[src/rtl/sensor_cond_pkg.sv]
// Shared constants and state encoding for the side-road sensor conditioner.
package sensor_cond_pkg;

  localparam int DEBOUNCE_CYC_DEF = 3;
  localparam int GAP_CYC_DEF      = 5;
  localparam int STUCK_CYC_DEF    = 200;
  localparam int WAIT_W_DEF       = 8;

  typedef enum logic [2:0] {
    IDLE    = 3'd0,
    QUALIFY = 3'd1,
    REQUEST = 3'd2,
    SERVED  = 3'd3,
    FAULT   = 3'd4
  } state_e;

  // States in which the controller sees a side-road request.
  function automatic logic req_state(input state_e s);
    return (s == REQUEST) || (s == SERVED) || (s == FAULT);
  endfunction

endpackage

[src/rtl/sync_2ff.sv]
// Two-flop synchroniser for a single asynchronous bit, synchronous reset to 0.
module sync_2ff (
  input  logic clk,
  input  logic rst,
  input  logic d_i,
  output logic q_o
);

  logic meta_q;
  logic sync_q;

  always_ff @(posedge clk) begin
    if (rst) begin
      meta_q <= 1'b0;
      sync_q <= 1'b0;
    end else begin
      meta_q <= d_i;
      sync_q <= meta_q;
    end
  end

  assign q_o = sync_q;

endmodule

[src/rtl/side_sensor_conditioner.sv]
// Side-road detector conditioner: sync, debounce, latch request, hold through green until a gap.
// Optional stuck-detector fail-safe (forces SENSOR high) when SENSOR_STUCK_DET_EN is defined.
module side_sensor_conditioner #(
  parameter int DEBOUNCE_CYC = sensor_cond_pkg::DEBOUNCE_CYC_DEF,
  parameter int GAP_CYC      = sensor_cond_pkg::GAP_CYC_DEF,
  parameter int WAIT_W       = sensor_cond_pkg::WAIT_W_DEF
`ifdef SENSOR_STUCK_DET_EN
  , parameter int STUCK_CYC  = sensor_cond_pkg::STUCK_CYC_DEF
`endif
) (
  input  logic              clk,
  input  logic              rst,
  input  logic              raw_det,
  input  logic              side_green,
  output logic              SENSOR,
  output logic [WAIT_W-1:0] wait_cnt,
  output logic              fault
);

  import sensor_cond_pkg::*;

  localparam int QW = $clog2(DEBOUNCE_CYC + 1);
  localparam int GW = $clog2(GAP_CYC + 1);
  localparam logic [QW-1:0] Q_LAST = QW'(DEBOUNCE_CYC - 1);
  localparam logic [GW-1:0] G_LAST = GW'(GAP_CYC - 1);

  logic              det_s;
  state_e            state_q, state_d;
  logic [QW-1:0]     qcnt_q, qcnt_d;
  logic [GW-1:0]     gcnt_q, gcnt_d;
  logic [WAIT_W-1:0] wait_q, wait_d;
  logic              sensor_q, sensor_d;

  sync_2ff u_sync (
    .clk (clk),
    .rst (rst),
    .d_i (raw_det),
    .q_o (det_s)
  );

`ifdef SENSOR_STUCK_DET_EN
  localparam int SW = $clog2(STUCK_CYC + 1);
  localparam logic [SW-1:0] S_MAX  = SW'(STUCK_CYC);
  localparam logic [SW-1:0] S_LAST = SW'(STUCK_CYC - 1);

  logic [SW-1:0] scnt_q, scnt_d;
  logic          fault_q, fault_d;
  logic          stuck_hit;

  // Run length of det_s=1 is tracked regardless of FSM state; saturates at the threshold.
  assign stuck_hit = det_s && (scnt_q == S_LAST);

  always_comb begin
    scnt_d  = scnt_q;
    fault_d = fault_q | stuck_hit;
    if (!det_s) begin
      scnt_d = '0;
    end else if (scnt_q != S_MAX) begin
      scnt_d = scnt_q + SW'(1);
    end
  end

  always_ff @(posedge clk) begin
    if (rst) begin
      scnt_q  <= '0;
      fault_q <= 1'b0;
    end else begin
      scnt_q  <= scnt_d;
      fault_q <= fault_d;
    end
  end

  assign fault = fault_q;
`else
  assign fault = 1'b0;
`endif

  always_comb begin
    state_d = state_q;
    qcnt_d  = qcnt_q;
    gcnt_d  = gcnt_q;
    wait_d  = wait_q;
    case (state_q)
      IDLE: begin
        if (det_s) begin
          qcnt_d  = QW'(1);
          state_d = (DEBOUNCE_CYC <= 1) ? REQUEST : QUALIFY;
        end
      end
      QUALIFY: begin
        if (!det_s) begin
          state_d = IDLE;
          qcnt_d  = '0;
        end else if (qcnt_q == Q_LAST) begin
          state_d = REQUEST;
        end else begin
          qcnt_d = qcnt_q + QW'(1);
        end
      end
      REQUEST: begin
        if (wait_q != '1) begin
          wait_d = wait_q + WAIT_W'(1);
        end
        if (side_green) begin
          state_d = SERVED;
        end
      end
      SERVED: begin
        gcnt_d = det_s ? '0 : gcnt_q + GW'(1);
        // Gap expiry and loss of green lead to the same single exit.
        if ((!det_s && (gcnt_q == G_LAST)) || !side_green) begin
          state_d = IDLE;
          wait_d  = '0;
          gcnt_d  = '0;
          qcnt_d  = '0;
        end
      end
      FAULT: begin
        state_d = FAULT;
      end
      default: begin
        state_d = IDLE;
        qcnt_d  = '0;
        gcnt_d  = '0;
        wait_d  = '0;
      end
    endcase
`ifdef SENSOR_STUCK_DET_EN
    if (fault_q || stuck_hit) begin
      state_d = FAULT;
      wait_d  = wait_q;
      qcnt_d  = qcnt_q;
      gcnt_d  = gcnt_q;
    end
`endif
    sensor_d = req_state(state_d);
  end

  always_ff @(posedge clk) begin
    if (rst) begin
      state_q  <= IDLE;
      qcnt_q   <= '0;
      gcnt_q   <= '0;
      wait_q   <= '0;
      sensor_q <= 1'b0;
    end else begin
      state_q  <= state_d;
      qcnt_q   <= qcnt_d;
      gcnt_q   <= gcnt_d;
      wait_q   <= wait_d;
      sensor_q <= sensor_d;
    end
  end

  assign SENSOR   = sensor_q;
  assign wait_cnt = wait_q;

endmodule
[config.mk]
export PLATFORM = sky130hd
export DESIGN_NAME = side_sensor_conditioner
export DESIGN_NICKNAME = d
export VERILOG_FILES = /design/src/rtl/sensor_cond_pkg.sv /design/src/rtl/sync_2ff.sv /design/src/rtl/side_sensor_conditioner.sv
export SDC_FILE = /design/constraint.sdc
export NUM_CORES = 1
export LEC_CHECK = 0
export BUFFER_PORTS_ARGS = -buffer_cell sky130_fd_sc_hd__buf_2
export CORE_MARGIN = 10
export CORE_UTILIZATION = 45
export DETAILED_ROUTE_END_ITERATION = 6
export PLACE_DENSITY_LB_ADDON = 0.3
export SLEW_MARGIN = 40
export SYNTH_ARGS = -nofsm -noshare
export SYNTH_HDL_FRONTEND = slang
export SYNTH_SLANG_ARGS = --single-unit
[constraint.sdc]
create_clock -name clk -period 2.8 [get_ports clk]
set_input_delay 0.28 -clock clk [delete_from_list [all_inputs] [get_ports clk]]
set_output_delay 0.28 -clock clk [all_outputs]
set_load 0.02 [all_outputs]
==> results.toml <==
[layout]
drive_gt1_share_pct = 19.2
fin_util_pct = 50.6
nets = 134
syn_to_final_growth_pct = 8.81
antennaDiodeCount = 0
finalNonFillerCells = 153
finish.instance_area_sq_um = 1100

[placed_design]
place_ws_ps = 1010
dp_hpwl_um = 1520
placedCellCount = 149
placement.io_buffers = 12
placement.cell_area_sq_um = 1070
place_congestion = 0.825

[timing]
setup_slack_ps = 966
min_period_over_period_pct = 65.5
finClkSkew_ps = 12.4
tightestPinTransition_ps = 589
rsz0062_at_grt = "false"
fin_setup_tns_ps = 0
timing.fmax_mhz = 545
relSlewSlack_pct = 60.5
period_needed_ps = 1830
hold_violations = 0
setup_viol_count_final = 0
slew_violations = 0

[critical_path]
cp-end-kind = "register"
regToRegStartpoint = "state_q[1]"
cp_data_arrival_time_ps = 2060
cp_slowest_cell = "nor3_2"
cp_cell_sequence = "or3b_1 > nor3_2 > o21ai_0 > a21oi_1"
rr_worst_depth = 4
critPathLaunch = "state_q[1]"
r2r_end = "wait_cnt[1]"
cpPeakStageDelay_ps = 540
startpoint_type = "register"
cp.required_ps = 3020
crit_fanout = 12
path_class = "reg2reg"
crit_end = "wait_cnt[1]"
r2r_slack_ps = 970

[die]
die_h_um = 67.3
dieArea_sq_um = 4530
rows = 17
initial_core_util_pct = 46.5
ios = 14
core_area_sq_um = 2170
die_w_um = 67.3

[routing]
antenna_left = 0
firstDrtPassIters = 4
via_per_inst = 5.52
routed_wirelength_um = 2020
vias = 844
avgRoutedWirePerCell_um = 13.2
drc_errors = 0
drt_iter0_drc = 22

[clocking]
cts_num_sinks = 19
cts_max_level = 1
tritoncts = "yes"
post_cts_resized = 0
cts_root_buf = "clkbuf_4"
clockBufferDepth = 2
cts_setup_buffers = 0
clkTransAtPathRegs_ps = 110
hold_buffers = 0
clock_latency_ps = 300
cts_inserted_buffers = 3

[yosys]
syn_nets = 123
synthArstFlopShare_pct = 0
synth_area_per_cell_sq_um = 8.77
syn-cell-area_sq_um = 1010
syn_inst = 115
synth_largest_area_cell = "dfxtp_1"
synth_cell_type_count = 39
synth_edf_count = 0
synth.top_cell.area_share_pct = 37.7
synth_flop_cell = "dfxtp_1"
synth.ff_latch_count = 19
yosys_warnings = 0
seq_area_frac_synth_pct = 37.7
synth.area.top_cells = "dfxtp_1, ha_1, a21oi_1"

[job]
maxCapViolCount = 0

[global_routing]
grt_pass1_wl_um = 3610
antenna_found_initial = 0
grt_max_degree = 22
grt_overflow = 0
grt_pass1_vias = 795
track_usage_pct = 10.1

[hold_path]
holdPathStages = 2
hold_path_class = "in2reg"

[power]
p_per_area_nw_per_um2 = 395
p_leak_nw = 0.402
ir_drop_mv = 0.393

[run_status]
outcome = "finished, final reports clean"
==> flip-flops by register name (all words and copies together) (netlist names) <==
| register | flops |
|---|---|
| qcnt_q | 2 |
| u_sync.meta_q | 1 |
| u_sync.q_o | 1 |
| SENSOR | 1 |
| gcnt_q | 3 |
| wait_cnt | 8 |
| state_q | 3 |
==> worst min-delay path by stage <==
stage	startpoint	endpoint	slack [ps]
final	raw_det	u_sync.meta_q	180
after floorplan	raw_det	u_sync.meta_q	410
after detailed placement	u_sync.meta_q	u_sync.q_o	430
after CTS	raw_det	u_sync.meta_q	170
after global placement	u_sync.meta_q	u_sync.q_o	420
after global routing	raw_det	u_sync.meta_q	180
==> where the power goes <==
group / total (mW) / switching, mW / internal, mW
Clock: 0.138 / 0.0848 / 0.0532
Sequential: 0.275 / 0.00241 / 0.273
Combinational: 0.0203 / 0.0117 / 0.00864
==> placed cells by master, fill, tap and decap left out, types with 3 or more instances in the layout <==
| master | instances |
|---|---|
| nor2b_1 | 3 |
| ha_1 | 4 |
| buf_2 | 12 |
| dfxtp_1 | 19 |
| or3b_2 | 3 |
| inv_1 | 6 |
| nand2b_1 | 3 |
| or4_1 | 3 |
| a21oi_1 | 8 |
| o31ai_1 | 4 |
| clkbuf_4 | 3 |
| nor4_1 | 3 |
| mux2i_1 | 4 |
| nand2_1 | 6 |
| nand4b_1 | 3 |
| o21ai_0 | 5 |
| nand3_1 | 4 |
| nand3b_1 | 3 |
| nor2_1 | 5 |
==> cell families after synthesis <==
logic type,count (synthesis),share of synthesized area [%]
AO/OA/AOI/OAI,26,16.5
flip-flops,19,37.7
AND/OR/NAND/NOR,47,29.0
other,1,0.372
multiplexers,4,3.97
buffers and inverters,13,6.33
adder cells (fa/ha/maj),5,6.08
==> cell type report <==
cell class | instances | area, sq um
fillers | 236 | 1070
multi-input cells | 83 | 564
clock inverters | 1 | 5.00
inverters | 6 | 22.5
well taps | 28 | 35.0
repair buffers | 13 | 67.6
flip-flops and latches | 19 | 380
clock buffers | 3 | 22.5
==> synthesized netlist by cell type, drive strengths merged (3+ instances only) <==
cell,n
ha,4
or3b,4
o31ai,4
mux2i,4
nand2b,3
nand3,4
a21oi,8
nor3,3
buf,5
o21ai,6
nand3b,3
nor4,3
nand2,6
nor2,5
inv,6
nor2b,3
nand4b,3
or4,3
dfxtp,19
==> critical path, delay by kind of cell, from the launching register on <==
family	cells	cell delay [ps]
and+or+nand+nor	2	970
DFF	1	470
AOI/OAI and AO/OA	2	340
==> routing by layer <==
| metal | up-vias | global-route usage [%] | wire length, um |
|---|---|---|---|
| met3 | 4 | 3.97 | 82 |
| met5 | - | 0 | 0 |
| met4 | 0 | 4.36 | 33 |
| met1 | 382 | 12.1 | 962 |
| met2 | 14 | 15.9 | 943 |
| li1 | 444 | - | - |
==> stage by stage <==
step	power, mW	hold slack [ps]
global route	0.457	176
global placement	0.301	416
CTS	0.441	170
detailed placement	0.302	429
floorplan	0.298	408
finish	0.434	181
Power figures use the tool's default switching activity.
